$ cat src/rtl/vld_rdy_upsizer_nw.sv
// ============================================================================
// Module      : vld_rdy_upsizer_nw
// Description : Valid/ready width upsizer packing RATIO narrow beats into one
//               wide word, with early termination, keep mask and double buffer.
// Revision    : 1.0 - initial release
// ============================================================================
`default_nettype none

module vld_rdy_upsizer_nw #(
    parameter int DATA_WIDTH      = 32,
    parameter int RATIO           = 2,
    parameter int ORDER_MSB_FIRST = 0,
    parameter int CNT_WIDTH       = $clog2(RATIO)
) (
    input  logic                        clk,
    input  logic                        rstn,
    input  logic                        s_valid,
    output logic                        s_ready,
    input  logic [DATA_WIDTH-1:0]       s_data,
    input  logic                        s_last,
    output logic                        m_valid,
    input  logic                        m_ready,
    output logic [RATIO*DATA_WIDTH-1:0] m_data,
    output logic [RATIO-1:0]            m_keep,
    output logic                        m_last
);

    localparam int                   WORD_WIDTH = RATIO * DATA_WIDTH;
    localparam logic [CNT_WIDTH-1:0] CNT_MAX    = CNT_WIDTH'(RATIO - 1);

    logic [CNT_WIDTH-1:0]  cnt;
    logic [CNT_WIDTH-1:0]  lane;
    logic [WORD_WIDTH-1:0] asm_data;
    logic [WORD_WIDTH-1:0] asm_data_nxt;
    logic [RATIO-1:0]      asm_keep;
    logic [RATIO-1:0]      asm_keep_nxt;
    logic                  asm_last;
    logic                  pend;
    logic                  accept;
    logic                  complete;
    logic                  out_free;

    assign s_ready  = ~pend;
    assign accept   = s_valid & ~pend;
    assign complete = accept & (s_last | (cnt == CNT_MAX));
    assign out_free = ~m_valid | m_ready;
    assign lane     = (ORDER_MSB_FIRST != 0) ? (CNT_MAX - cnt) : cnt;

    // Assembly contents as they would look with the current beat merged in.
    always_comb begin
        asm_data_nxt = asm_data;
        asm_keep_nxt = asm_keep;
        for (int i = 0; i < RATIO; i++) begin
            if (lane == CNT_WIDTH'(i)) begin
                asm_data_nxt[i*DATA_WIDTH +: DATA_WIDTH] = s_data;
                asm_keep_nxt[i]                          = 1'b1;
            end
        end
    end

    always_ff @(posedge clk) begin
        if (!rstn) begin
            cnt      <= '0;
            asm_data <= '0;
            asm_keep <= '0;
            asm_last <= 1'b0;
            pend     <= 1'b0;
            m_valid  <= 1'b0;
            m_data   <= '0;
            m_keep   <= '0;
            m_last   <= 1'b0;
        end else if (pend) begin
            // A frozen word waits here; no beats are accepted meanwhile.
            if (out_free) begin
                m_valid  <= 1'b1;
                m_data   <= asm_data;
                m_keep   <= asm_keep;
                m_last   <= asm_last;
                pend     <= 1'b0;
                asm_data <= '0;
                asm_keep <= '0;
                asm_last <= 1'b0;
            end
        end else if (complete) begin
            cnt <= '0;
            if (out_free) begin
                m_valid  <= 1'b1;
                m_data   <= asm_data_nxt;
                m_keep   <= asm_keep_nxt;
                m_last   <= s_last;
                asm_data <= '0;
                asm_keep <= '0;
            end else begin
                pend     <= 1'b1;
                asm_data <= asm_data_nxt;
                asm_keep <= asm_keep_nxt;
                asm_last <= s_last;
            end
        end else begin
            if (accept) begin
                cnt      <= cnt + 1'b1;
                asm_data <= asm_data_nxt;
                asm_keep <= asm_keep_nxt;
            end
            if (m_valid && m_ready) begin
                m_valid <= 1'b0;
            end
        end
    end

endmodule

`default_nettype wire
$ cat config.mk
export PLATFORM = sky130hd
export DESIGN_NAME = vld_rdy_upsizer_nw
export DESIGN_NICKNAME = d
export VERILOG_FILES = /design/src/rtl/vld_rdy_upsizer_nw.sv
export SDC_FILE = /design/constraint.sdc
export NUM_CORES = 1
export LEC_CHECK = 0
export CELL_PAD_IN_SITES_DETAIL_PLACEMENT = 1
export CELL_PAD_IN_SITES_GLOBAL_PLACEMENT = 1
export CORE_MARGIN = 1.5
export CORE_UTILIZATION = 39
export CTS_CLUSTER_SIZE = 16
export DETAILED_ROUTE_END_ITERATION = 8
export PLACE_DENSITY = 0.86
export RECOVER_POWER = 25
export SETUP_SLACK_MARGIN = 0.1
export SYNTH_ARGS = -nofsm -noshare
export SYNTH_HDL_FRONTEND = slang
export SYNTH_SLANG_ARGS = --single-unit
$ cat constraint.sdc
create_clock -name clk -period 1.7 [get_ports clk]
set_input_delay 0.255 -clock clk [delete_from_list [all_inputs] [get_ports clk]]
set_output_delay 0.255 -clock clk [all_outputs]
set_load 0.01 [all_outputs]
* After elaboration in Yosys (flattened, before gate mapping)
Index checks and enable logic that the tools add are counted. W data, S select, Z words.
Word-level totals: input bits 37, output and inout bits 69, register bits 137, logic and storage cells 66
Cells by class: reduce and logical (&&, ||, !) cells 9, bitwise operators 6, equality and inequality tests 2, muxes and demuxes 39, add/subtract/negate cells 1
Operator list (number):
- $mux W64 | 9
- $mux W32 | 2
- $mux W1 | 19
- $mux W2 | 9
- $reduce_and A2 Y1 | 3
- $reduce_bool A3 Y1 | 2
- $reduce_bool A2 Y1 | 2
- $reduce_and A3 Y1 | 1
- $and A1 B1 Y1 | 2
- $ne A2 B1 Y1 const B | 1
- $ne A2 B2 Y1 const B | 1
- $not A1 Y1 | 2
- $or A1 B1 Y1 | 2
- $add A1 B1 Y1 const B | 1
- $logic_and A1 B1 Y1 | 1

* Longest topological paths before layout
depth in word-level cells 5, mapped depth 6, gate-level depth less buffers 4

* Worst setup path before layout
No wires, ideal clock.
path type reg-to-reg, start register m_valid, end register asm_data[23], path buffers 1, setup slack 286 ps, data arrival time 1349 ps, library setup time 65 ps, data required time 1635 ps, clock period less this slack 1414 ps, cell stages (with the launch flop) 6, path through dfxtp_1 nand2b_4 a2111oi_4 buf_2 a22oi_1 nor2_1
On the way: word-level cells in the longest chain between the ends 5, elaborated cells on any way between the ends 7, classes of those cells eq/ne (1); mux (3); bitwise (2); reduce/logical (1)
RTL lines:
- from (decl) | RTL line 21 | output logic m_valid,
- from (signal assigned) | RTL line 68 | m_valid <= 1'b0;
- from (signal assigned) | RTL line 75 | m_valid <= 1'b1;
- from (signal assigned) | RTL line 87 | m_valid <= 1'b1;
- $not A1 Y1 (*) | RTL line 46 | assign out_free = ~m_valid | m_ready;
- $or A1 B1 Y1 (*) | RTL line 46
- $mux W64 | RTL line 86 | if (out_free) begin
- $mux W64 | RTL line 84 | end else if (complete) begin
- $mux W64 | RTL line 72 | end else if (pend) begin
- to (signal assigned) | RTL line 95 | asm_data <= asm_data_nxt;
- to (signal assigned) | RTL line 102 | asm_data <= asm_data_nxt;
- to (decl) | RTL line 33 | logic [WORD_WIDTH-1:0] asm_data;
Every way passes the cells marked *; elsewhere a longest branch is shown, timed or not. A chain may end at the register's enable or synchronous reset.

* Worst setup path after layout
start input s_valid, end register asm_data[6]
On the way: word-level cells in the longest chain between the ends 4, elaborated cells on any way between the ends 6, classes of those cells mux (2); bitwise (2); reduce/logical (2)
RTL lines:
- from (decl) | RTL line 17 | input logic s_valid,
- $and A1 B1 Y1 (*) | RTL line 44 | assign accept = s_valid & ~pend;
- $and A1 B1 Y1 | RTL line 45 | assign complete = accept & (s_last | (cnt == CNT_MAX));
- $reduce_bool A3 Y1 (no line) / $mux W64 (equally long branches)
- $reduce_and A2 Y1 (no line) / $mux W64 (equally long branches)
Marked as above.

==> results.md <==
* GRT overflow at 0
* CTS tree: yes
* Chip width at around 120 um
* Number of global-route vias before repair at approximately 5.5k
* FF-to-FF setup slack at 0.06 ns
* Placed Instances at 842
* Clk root buf: clkbuf_16
* CTS Sinks at roughly 140
* Antenna Nets Post-Route at 0
* Synthesized instance count at slightly below 600
* Core Area at 13300 um2
* Primary FF master, synth: dfxtp_1
* Final Hold Viols at 0
* Antenna violations before repair at 0
* Wire per inst at approximately 23 um
* Synth top area share at about half
* Final Skew at 0.00971 ns
* Fin area at about 7600 um2
* CP Max Fanout at 16
* Max IR drop VDD at ~0.00064 V
* Post-DP Area at 6730 um2
* Drt first pass iters at 5
* P&R area growth vs syn at 41.6%
* Pleak at between 2 and 3 nW
* Fin Setup TNS at 0 ns
* Htree depth at 4
* DR vias at around 5.2k
* Post-route DRC at 0
* Die ar. at roughly 14000 um2
* Die height at between 100 and 150 um
* Crit path from: s_valid
* EDFF count, synth at 0
* All-Layer GR Usage at a little over a quarter
* RSZ-0062 raised after global routing: yes
* Aggregate routed wire length at between 20 and 25 mm
* Cell Pwr Density at 1140 nW/um2
* DR vias/cell at 5.87
* Async SR Flop Fraction at 0%
* CP endpoint: asm_data[6]
* Post-DP HPWL at 11.0 mm
* Worst flop-to-flop path startpoint: cnt
* Inserted Diodes at 0
* Seq/Total Area, Yosys at approximately half
* Pins Over Slew Limit at 0
* Hold WS at roughly 0.5 ns
* Layout Nets at 733
* FILL cells at 1462
* Share of cells above drive strength 1 at between 10% and 20%
* Crit path kind: primary input to register
* Mapped cell area at between 5000 and 6000 um2
* Final setup vio count at 0
* Largest area contributor in the netlist: dfxtp_1
* Non-filler instance count after layout at just under 900
* Distinct cell type count after synthesis at 29
* Port bufs at ~110
* Starting density of the core at 40.2%
* Largest net degree at the start of global routing at 41
* Register-to-Register Path Depth at 6
* Startpoint Class: primary input
* Avg Inst Size Synth at around 9.1 um2
* #FFs+latches synth at ~140
* Placement Rows at between 40 and 50
* Post-route clock period utilization at a little over nine tenths
* Clock Tree Buf Depth at 2
* Syn_nets at around 620
* Slew HR at between 50% and 60%
* I/O pin count at 106
* R2r endpoint: asm_data[6]
* Number of max-cap violations at 0
* Hold/Removal Path Class: primary input to register
* Post-CTS Hold Fix Bufs at 0
* Yosys warns at 0
* Crit path DAT at 2.01 ns
* Max Freq at roughly 600 MHz
* Main area contributors after synthesis: dfxtp_1 (51%), nor2_1 (9.6%), a22oi_1 (9.0%), mux2i_1 (6.4%), a311oi_1 (5.2%)
* First-pass GRT wire length at 29.4 mm
* Clock transition at path regs at roughly 0.060 ns
* WP data required at a little over 2 ns
* Fin util at between 50% and 60%
* Starting DRC count in detailed routing at 354
* Total CTS buffers at 17
* Status: finished, final reports clean
* Routability cong. at a little under 0.8
* Fin crit period at about 1.7 ns
* Setup crit end kind: register
* Worst slew pin tran at 0.662 ns
* Clk Latency, worst-skew pair at about 0.43 ns
-- logic make-up after synthesis --
group                  synth area share (%)
AO/OA/AOI/OAI                          23.9
multiplexers                           6.37
AND/OR/NAND/NOR                        13.3
buffers and inverters                  5.10
flip-flops                             51.3
-- sequential cells by signal, summed over array words and instances (netlist names) --
signal / cells
asm_last: 1
m_valid: 1
asm_data: 64
m_keep: 2
cnt: 1
pend: 1
asm_keep: 2
m_data: 64
m_last: 1
-- area by class of cell --
class	count	area [um2]	area share, %
Clock buffer	23	478	6.32
Clock inverter	8	119	1.57
Inverter	3	17.5	0.231
Multi-Input combinational cell	390	2430	32.1
Sequential cell	137	2750	36.4
Tap cell	176	220	2.91
Timing Repair Buffer	147	1560	20.6
-- cell usage in the layout (no fill, tap or decap), drive strengths merged --
master,netlist,layout
dlygate4sd2,0,12
clkdlybuf4s25,0,19
and2,2,2
nand2,33,33
buf,30,39
nand3,1,1
clkinv,0,5
o22ai,1,2
a21o,1,1
mux2i,34,34
a2111oi,1,1
a211oi,35,35
o21a,1,1
inv,3,2
a22oi,64,64
dlygate4sd3,0,1
a311oi,32,32
nor3,1,1
clkdlybuf4s50,0,70
clkbuf,26,29
dfxtp,137,137
clkinvlp,0,1
a21oi,4,4
nor2,138,138
nand2b,1,1
and2b,1,1
and3b,1,1
o21ai,36,36
nor2b,2,2
bufinv,0,3
-- synthesized netlist by cell type, types with 2 or more instances --
cell,instances
and2_1,2
a22oi_1,64
a21oi_2,2
nand2_1,33
a21oi_1,2
a211oi_1,35
dfxtp_1,137
buf_2,26
o21ai_0,34
o21ai_1,2
inv_1,2
buf_4,4
clkbuf_1,25
nor2_1,137
mux2i_1,34
a311oi_1,32
nor2b_1,2
-- how the worst min path moves through the flow --
| stage | from | endpoint | slack [ns] | depth (start not counted) |
|---|---|---|---|---|
| floorplan | rstn | asm_keep[0] | 0.39 | 2 |
| global placement | asm_keep[1] | asm_keep[1] | 0.47 | 2 |
| finish | rstn | asm_keep[0] | 0.49 | 3 |
| detailed placement | asm_data[5] | asm_data[5] | 0.48 | 2 |
| CTS | rstn | asm_keep[0] | 0.48 | 3 |
| global route | rstn | asm_keep[0] | 0.49 | 3 |
-- report_power, final --
part | internal (W) | total (W) | leakage (nW) | switching [W]
Combinational | 0.000605 | 0.00131 | 1.34 | 0.000700
Sequential | 0.00339 | 0.00351 | 1.12 | 0.000120
Clock | 0.00241 | 0.00382 | 0.297 | 0.00141
-- routing by layer --
layer	global-route usage (%)	up-vias	share of wire, %
li1	-	2329	-
met1	31.5	2612	41
met2	44.9	195	51
met3	5.70	56	5.7
met4	13.5	0	3.1
met5	0	-	0
-- repair_timing --
| item | 4_1_cts | 5_1_grt |
|---|---|---|
| buffers inserted | 4 | 2 |
| hold endpoints to repair | 0 | 0 |
| cloned | 3 | 2 |
| pin swaps | 3 | 4 |
| gates resized for setup | 24 | 45 |
| setup endpoints to repair | 114 | 126 |
-- critical path, stage by stage --
cell and delay, ns:
dlygate4sd3_1 0.62, buf_4 0.20, o22ai_4 0.51, a22oi_1 0.19, nor2_1 0.22
-- stage by stage --
step / setup WS, ns / power [W]
final: 0.0292 / 0.00863
after detailed placement: -0.355 / 0.00474
after CTS: 0.0914 / 0.00854
after global placement: -0.234 / 0.00469
after global routing: 0.00269 / 0.00887
after floorplan: 0.286 / 0.00411
Note: power is estimated with default switching activity, not from simulation.
